$ cat config.mk
export PLATFORM = sky130hd
export DESIGN_NAME = xyzw_mac_sequencer
export DESIGN_NICKNAME = d
export VERILOG_FILES = /design/src/rtl/xyzw_mac_sequencer.sv
export SDC_FILE = /design/constraint.sdc
export NUM_CORES = 1
export LEC_CHECK = 0
export ABC_AREA = 1
export BUFFER_PORTS_ARGS = -buffer_cell sky130_fd_sc_hd__buf_2
export CAP_MARGIN = 25
export CORE_AREA = 2 2 102 104
export DETAILED_ROUTE_END_ITERATION = 7
export DIE_AREA = 0 0 104 106
export PLACE_DENSITY = 0.89
export SYNTH_ARGS = -nofsm -noshare
export SYNTH_HDL_FRONTEND = slang
export SYNTH_SLANG_ARGS = --single-unit
$ cat constraint.sdc
create_clock -name clk -period 10 [get_ports clk]
set_input_delay 0.5 -clock clk [delete_from_list [all_inputs] [get_ports clk]]
set_output_delay 0.5 -clock clk [all_outputs]
set_load 0.01 [all_outputs]
$ cat src/rtl/xyzw_mac_sequencer.sv
// Control sequencer for the XYZW operand-select stage: serial RND chain loader
// plus OPMODE sequencing for N-term multiply-accumulate jobs with optional rounding.
module xyzw_mac_sequencer #(
    parameter int CFG_WIDTH = 48,
    parameter int LEN_WIDTH = 8,
    parameter int PIPE_LAT  = 2
) (
    input  logic                 clk,
    input  logic                 reset,
    input  logic                 cfg_load,
    input  logic [CFG_WIDTH-1:0] cfg_word,
    output logic                 cfg_busy,
    output logic                 cfg_done,
    output logic [CFG_WIDTH-1:0] cfg_prev,
    output logic                 cfg_loaded,
    output logic                 cfg_shift_en,
    output logic                 cfg_serial_out,
    input  logic                 cfg_serial_in,
    input  logic                 job_start,
    input  logic [LEN_WIDTH-1:0] job_len,
    input  logic                 job_round,
    output logic                 job_ready,
    output logic                 job_err,
    output logic [8:0]           opmode,
    output logic                 operand_take,
    output logic                 result_valid
);

    localparam logic [2:0] S_IDLE      = 3'd0;
    localparam logic [2:0] S_CFG_SHIFT = 3'd1;
    localparam logic [2:0] S_MAC_FIRST = 3'd2;
    localparam logic [2:0] S_MAC_ACC   = 3'd3;
    localparam logic [2:0] S_ROUND     = 3'd4;
    localparam logic [2:0] S_DRAIN     = 3'd5;

    localparam logic [8:0] OP_HOLD  = 9'h020;
    localparam logic [8:0] OP_FIRST = 9'h005;
    localparam logic [8:0] OP_ACC   = 9'h025;
    localparam logic [8:0] OP_ROUND = 9'h120;

    localparam int CFG_CNT_W   = (CFG_WIDTH > 1) ? $clog2(CFG_WIDTH) : 1;
    localparam int DRAIN_CNT_W = (PIPE_LAT > 1) ? $clog2(PIPE_LAT) : 1;
    localparam logic [CFG_CNT_W-1:0]   CFG_LAST   = CFG_CNT_W'(CFG_WIDTH - 1);
    localparam logic [DRAIN_CNT_W-1:0] DRAIN_LAST = DRAIN_CNT_W'(PIPE_LAT - 1);

    logic [2:0]             state_q,     state_d;
    logic [CFG_CNT_W-1:0]   cfg_cnt_q,   cfg_cnt_d;
    logic [DRAIN_CNT_W-1:0] drain_cnt_q, drain_cnt_d;
    logic [LEN_WIDTH-1:0]   rem_q,       rem_d;
    logic                   round_q,     round_d;
    logic [CFG_WIDTH-1:0]   sreg_q,      sreg_d;
    logic [CFG_WIDTH-1:0]   prev_q,      prev_d;
    logic                   loaded_q,    loaded_d;
    logic [8:0]             opmode_q,    opmode_d;
    logic                   shift_en_q,  shift_en_d;
    logic                   take_q,      take_d;
    logic                   ready_q,     ready_d;
    logic                   done_q,      done_d;
    logic                   err_q,       err_d;
    logic                   valid_q,     valid_d;

    always_comb begin
        // NOTE: every signal gets a default before the case so no path infers a latch.
        state_d     = state_q;
        cfg_cnt_d   = cfg_cnt_q;
        drain_cnt_d = drain_cnt_q;
        rem_d       = rem_q;
        round_d     = round_q;
        sreg_d      = sreg_q;
        prev_d      = prev_q;
        loaded_d    = loaded_q;
        done_d      = 1'b0;
        err_d       = 1'b0;

        case (state_q)
            S_IDLE: begin
                if (cfg_load) begin
                    state_d   = S_CFG_SHIFT;
                    sreg_d    = cfg_word;
                    cfg_cnt_d = '0;
                end else if (job_start) begin
                    if (job_len == '0 || (job_round && !loaded_q)) begin
                        err_d = 1'b1;
                    end else begin
                        // Remaining MAC_ACC cycles after MAC_FIRST; never wraps for any job_len >= 1.
                        rem_d   = job_len - 1'b1;
                        round_d = job_round;
                        state_d = S_MAC_FIRST;
                    end
                end
            end
            S_CFG_SHIFT: begin
                sreg_d = sreg_q << 1;
                prev_d = {prev_q[CFG_WIDTH-2:0], cfg_serial_in};
                if (cfg_cnt_q == CFG_LAST) begin
                    state_d  = S_IDLE;
                    done_d   = 1'b1;
                    loaded_d = 1'b1;
                end else begin
                    cfg_cnt_d = cfg_cnt_q + 1'b1;
                end
            end
            S_MAC_FIRST, S_MAC_ACC: begin
                if (rem_q == '0) begin
                    state_d     = round_q ? S_ROUND : S_DRAIN;
                    drain_cnt_d = '0;
                end else begin
                    rem_d   = rem_q - 1'b1;
                    state_d = S_MAC_ACC;
                end
            end
            S_ROUND: begin
                state_d     = S_DRAIN;
                drain_cnt_d = '0;
            end
            S_DRAIN: begin
                if (drain_cnt_q == DRAIN_LAST) begin
                    state_d = S_IDLE;
                end else begin
                    drain_cnt_d = drain_cnt_q + 1'b1;
                end
            end
            default: state_d = S_IDLE;
        endcase

        // Outputs are decoded from the next state so they are valid in the state they describe.
        case (state_d)
            S_MAC_FIRST: opmode_d = OP_FIRST;
            S_MAC_ACC:   opmode_d = OP_ACC;
            S_ROUND:     opmode_d = OP_ROUND;
            default:     opmode_d = OP_HOLD;
        endcase
        shift_en_d = (state_d == S_CFG_SHIFT);
        take_d     = (state_d == S_MAC_FIRST) || (state_d == S_MAC_ACC);
        ready_d    = (state_d == S_IDLE);
        valid_d    = (state_d == S_DRAIN) && (drain_cnt_d == DRAIN_LAST);
    end

    // NOTE: sequential state uses non-blocking assignments only, so every register samples pre-edge values.
    always_ff @(posedge clk or posedge reset) begin
        if (reset) begin
            state_q     <= S_IDLE;
            cfg_cnt_q   <= '0;
            drain_cnt_q <= '0;
            rem_q       <= '0;
            round_q     <= 1'b0;
            sreg_q      <= '0;
            prev_q      <= '0;
            loaded_q    <= 1'b0;
            opmode_q    <= OP_HOLD;
            shift_en_q  <= 1'b0;
            take_q      <= 1'b0;
            ready_q     <= 1'b0;
            done_q      <= 1'b0;
            err_q       <= 1'b0;
            valid_q     <= 1'b0;
        end else begin
            state_q     <= state_d;
            cfg_cnt_q   <= cfg_cnt_d;
            drain_cnt_q <= drain_cnt_d;
            rem_q       <= rem_d;
            round_q     <= round_d;
            sreg_q      <= sreg_d;
            prev_q      <= prev_d;
            loaded_q    <= loaded_d;
            opmode_q    <= opmode_d;
            shift_en_q  <= shift_en_d;
            take_q      <= take_d;
            ready_q     <= ready_d;
            done_q      <= done_d;
            err_q       <= err_d;
            valid_q     <= valid_d;
        end
    end

    assign cfg_busy       = shift_en_q;
    assign cfg_shift_en   = shift_en_q;
    assign cfg_serial_out = sreg_q[CFG_WIDTH-1];
    assign cfg_done       = done_q;
    assign cfg_prev       = prev_q;
    assign cfg_loaded     = loaded_q;
    assign job_ready      = ready_q;
    assign job_err        = err_q;
    assign opmode         = opmode_q;
    assign operand_take   = take_q;
    assign result_valid   = valid_q;

endmodule

* Yosys cells after proc, flatten, opt, wreduce, memory -nomap -nowiden
Index checks and enable logic that the tools add are counted.
** Storage, ports and cells
- Bits in registers :: 131
- Bits of input ports :: 62
- Output and inout port bits :: 66
** Cells by class
- Add/sub/neg operators :: 4
- Equality and inequality tests :: 17
- Muxes and demuxes :: 28
- Bitwise gates (word level) :: 2
- Reduce and logical (&&, ||, !) cells :: 17
** Operators by type and width (count)
- 48-bit case mux with 2 select lines :: 1
- 48-bit two-way mux :: 1
- 8-bit two-way mux :: 4
- 9-bit case mux with 3 select lines :: 1
- 3-bit two-way mux :: 6
- 8-bit logical NOT :: 2
- 8-bit case mux with 2 select lines :: 1
- 8-bit by 1-bit subtractor with 8-bit output, second input constant :: 2
- 3-bit case mux with 5 select lines :: 1
- 3-bit by 2-bit == test with 1-bit output, second input constant :: 4
- 3-bit == test, second input constant :: 4
- 6-bit two-way mux :: 2
- 2-bit != test, second input constant :: 6
- 6-bit case mux with 2 select lines :: 1
- 1-bit two-way mux :: 9
- 6-bit by 1-bit adder with 6-bit output, second input constant :: 1
- 3-bit by 1-bit == test with 1-bit output, second input constant :: 2
- 6-bit == test, second input constant :: 1
- 3-bit logical NOT :: 2
- 5-bit AND reduction :: 1
- 2-bit AND reduction :: 2
- 4-bit AND reduction :: 1
- 2-bit nonzero test :: 2
- 1-bit case mux with 3 select lines :: 1
- other kinds (7) :: 10

* Logic depth before layout (Yosys ltp)
- Depth in word-level cells :: 9
- Gate-level depth with buffers :: 12
- Mapped depth without buffers :: 12

* Least setup slack after synthesis
OpenSTA, ideal clock, no wires.
- Kind :: reg2reg
- Start point :: register state_q[2]
- End point :: register rem_q[4]
- Setup time :: 0.116 ns
- Arrival :: 1.612 ns
- Path slack :: 8.272 ns
- Stages on the path, launching flop included :: 12
- Buffers on the path :: 1
- Period minus slack after synthesis :: 1.728 ns
- Cells stage by stage :: dfrtp_1 inv_2 ha_1 buf_4 nand2_1 o21ai_2 inv_1 ha_1 nand2_1 o21ai_0 nand2_1 nand2_1
** Between the ends
- Cells in the longest elaborated chain, start to end :: 4
- Elaborated cells on any way between the ends :: 11
- Classes of those cells :: eq/ne (6); mux (1); reduce/logical (4)
** RTL lines
- from (decl) :: line 46 : logic [2:0] state_q, state_d;
- from (signal assigned) :: line 158 : state_q <= state_d;
- 3-bit by 2-bit == test with 1-bit output :: line 75 : case (state_q)
- 2-bit OR reduction :: line 75
- 2-bit != test (no source line) or 2-bit nonzero test (tied branches)
- 5-bit AND reduction (no source line)
- to (signal assigned) :: line 161 : rem_q <= rem_d;
- to (decl) :: line 49 : logic [LEN_WIDTH-1:0] rem_q, rem_d;
Several ways; a longest one is shown, not always the timed one.
A chain may end at the register's enable or synchronous reset.

* Final worst setup path
- Start point :: register state_q[1]
- End point :: register cfg_cnt_q[3]
** Between the ends
- Cells in the longest elaborated chain, start to end :: 3
- Elaborated cells on any way between the ends :: 7
- Classes of those cells :: eq/ne (3); mux (1); reduce/logical (3)
** RTL lines
- 3-bit by 1-bit == test with 1-bit output or 3-bit logical NOT (tied branches) :: line 75
- 2-bit != test (no source line) or 2-bit nonzero test (tied branches)
- 3-bit AND reduction (no source line)
- to (signal assigned) :: line 159 : cfg_cnt_q <= cfg_cnt_d;
- to (decl) :: line 47 : logic [CFG_CNT_W-1:0] cfg_cnt_q, cfg_cnt_d;
Several ways; a longest one is shown, not always the timed one.

==> key figures <==
Run status
  • Status: finished, final reports clean

Timing
  • Max-slew violations: 0
  • F_max: 0.389 GHz
  • Crit path time final: 2.57 ns
  • Hold_ws: 0.122 ns
  • Setup-failing EPs final: 0
  • Setup WS post-layout: 7.43 ns
  • Setup TNS Final: 0 ns
  • RSZ-0062 raised after global routing: false
  • Period utilization: 0.257
  • Slew margin rel.: 0.417
  • Layout Skew: 0.00603 ns
  • Final hold vios: 0
  • Least-Margin Pin Slew: 0.875 ns

Hold path
  • Hold WC Path Type: in2async

Placed design
  • Port Buffers: 122
  • Post-DP HPWL: 7.90 mm
  • Pre-CTS WS: 6.98 ns
  • RePlAce Congestion: 0.815

Route
  • # DRC: 0
  • Routed len/inst: 13.2 um
  • DRT Pass-1 Iters: 5
  • Routed vias: 4842
  • Routed Antenna Nets: 0
  • Vias per cell: 5.17
  • First DRT Iteration DRCs: 380
  • WL final: 12.3 mm

Clock tree
  • Root Driver: clkbuf_8
  • CTS tree: built
  • Clock Pin Slew Worst Setup and Hold Paths: 0.06 ns
  • Clock latency on the worst-skew pair: 0.51 ns
  • Post-cts resize count: 0
  • Max clock buf depth: 2
  • CTS H-Tree Depth: 4
  • # Post-CTS Setup Buffers: 0
  • Post-CTS Hold Buffers: 0
  • Clock sink count: 125
  • CTS Buf Count: 17

Worst setup path
  • Startpoint types: flop
  • Class of the most critical setup path: reg2reg
  • CP required: 10.39 ns
  • Type of destination of the critical path: flop
  • CP arrival: 2.97 ns
  • Max Fanout on Critical Path: 96

Floorplanning
  • Row Count: 37
  • Die Wd: 104 um
  • Die area: 0.0110 mm2
  • Total core area: 0.0100 mm2
  • Die Height: 106 um
  • Initial core utilization: 0.565
  • Top Ports: 128

Run
  • Max-Cap Viols: 0

Pwr
  • Int Pwr: 1.38 mW
  • Pwr dens: 332 mW/mm2
  • Tot Pwr: 2.28 mW
  • Lkg Pwr: 3.64 nW
  • Net Sw Frac: 0.396
  • Power share of the sequential group: 0.361
  • Max IR drop VDD: 0.000193 V
  • Net load switching power: 0.903 mW
  • Logic pwr share: 0.369
  • Clk network pwr share: 0.269

Finish
  • Multi-input logic area: 0.00207 mm2
  • Sequential cell area: 0.00313 mm2
  • Final Util: 0.687
  • FILL cells: 769
  • Layout overhead on the synthesized area: 21.6%
  • Ant diodes: 0
  • Share of cells above drive strength 1: 0.226
  • Layout Nets: 854

Global routing
  • Vias in the first global route: 4371
  • Initial antenna violation count: 0
  • First-pass GRT wire length: 20.6 mm
  • GRT overflow: 0
  • Total GRT Usage: 0.232
  • Largest net degree at the start of global routing: 101

Synthesis
  • Post-synth ARST share: 1.00
  • Unique masters post-synth: 34
  • Most frequent cell after synthesis: nand2_1
  • Post-Synthesis Cells: 678
  • Commonest cells post-synth: 232 x nand2_1, 124 x dfrtp_1, 101 x nand3_1
  • Average cell area after synthesis: 8.34 um2
  • EDFF count, synth: 0
  • Synth Flop Type: dfrtp_1
  • Register area share after synthesis: 0.554
  • Post-Syn Area: 0.00565 mm2
  • Cell taking the most area after synthesis: dfrtp_1
  • Yosys reg bits: 125
  • Area contributors post-synth: dfrtp_1 55%, nand2_1 15%, nand3_1 8.9%
  • Post-synth top area share: 0.549
  • Synth warn: 0
-- cells in the final DEF, fill, tap and decap left out, drive strengths merged --
cell type,Yosys,final
clkinv,0,4
bufinv,0,3
nor3b,1,1
nor2,24,24
xnor2,1,1
o21ai,62,62
nand4,3,3
dfstp,1,1
nor3,1,1
o211ai,2,2
o21bai,1,1
clkbuf,9,19
inv,66,68
ha,4,4
conb,1,5
buf,30,126
a22o,1,1
nand2,238,238
or2,2,2
a21boi,2,2
dfrtp,124,124
nand3,104,104
clkinvlp,0,4
a31o,1,1
-- logic make-up after synthesis --
| logic type | synth area share |
|---|---|
| buffers and inverters | 0.0824 |
| adders and majority gates | 0.00886 |
| xor gates and xnor gates | 0.00155 |
| and+or+nand+nor | 0.285 |
| AOI/OAI and AO/OA | 0.0680 |
| DFF | 0.554 |
| other | 0.000664 |
-- area by class of cell --
| cell class | instances | share of cell area |
|---|---|---|
| multi-input cells | 452 | 0.302 |
| clock inverters | 13 | 0.0240 |
| clock buffers | 19 | 0.0628 |
| well taps | 136 | 0.0248 |
| repair buffers | 126 | 0.0950 |
| flip-flops and latches | 125 | 0.455 |
| inverters | 66 | 0.0364 |
-- critical path: stages (launching register included) --
cell and delay (ns):
dfrtp_1 0.42, inv_1 0.15, nand3_4 0.38, inv_2 0.13, buf_4 0.67, nand2_1 0.23, nand2_2 0.21, nor2_1 0.07
o21ai_1 0.13, nor2_1 0.05
-- worst paths after layout --
kind,cells past startpoint,start,slack [ns],endpoint
setup / recovery,9,state_q[1],7.43,cfg_cnt_q[3]
hold / removal,2,reset,0.12,cfg_prev[10]
setup reg to reg,9,state_q[1],7.43,cfg_cnt_q[3]
hold reg to reg,2,cfg_prev[47],0.48,cfg_prev[47]
max in group asynchronous,3,reset,8.60,sreg_q[21]
min in group clk,3,cfg_word[15],0.20,sreg_q[15]
-- power groups by stage --
stage          Clock [mW]  Sequential (mW)  Combinational [mW]
2_1_floorplan           0            0.834               0.625
3_3_place_gp            0            0.819               0.797
3_5_place_dp            0            0.825               0.828
4_1_cts             0.620            0.823               0.835
5_1_grt             0.646            0.846               0.965
6_report            0.614            0.824               0.843
-- through the flow --
step                      std cells  cell area, um2
after global placement          904            6250
after CTS                       936            6850
after detailed placement        904            6250
after floorplan                 682            5670
after global routing            937            6870
final                           937            6870
-- registers in the layout, indices dropped and copies added, names as in the netlist, 3 cells and up --
name / cells
cfg_cnt_q: 6
cfg_prev: 48
state_q: 3
rem_q: 8
sreg_q: 48
opmode: 3
-- per-layer routing --
layer / track usage / vias up / wire, um
met5: 0 / - / 0
met4: 0.0792 / 0 / 196
met3: 0.0558 / 19 / 722
met2: 0.369 / 173 / 5960
met1: 0.317 / 2283 / 5450
li1: - / 2367 / -
(Power assumes the default switching activity.)
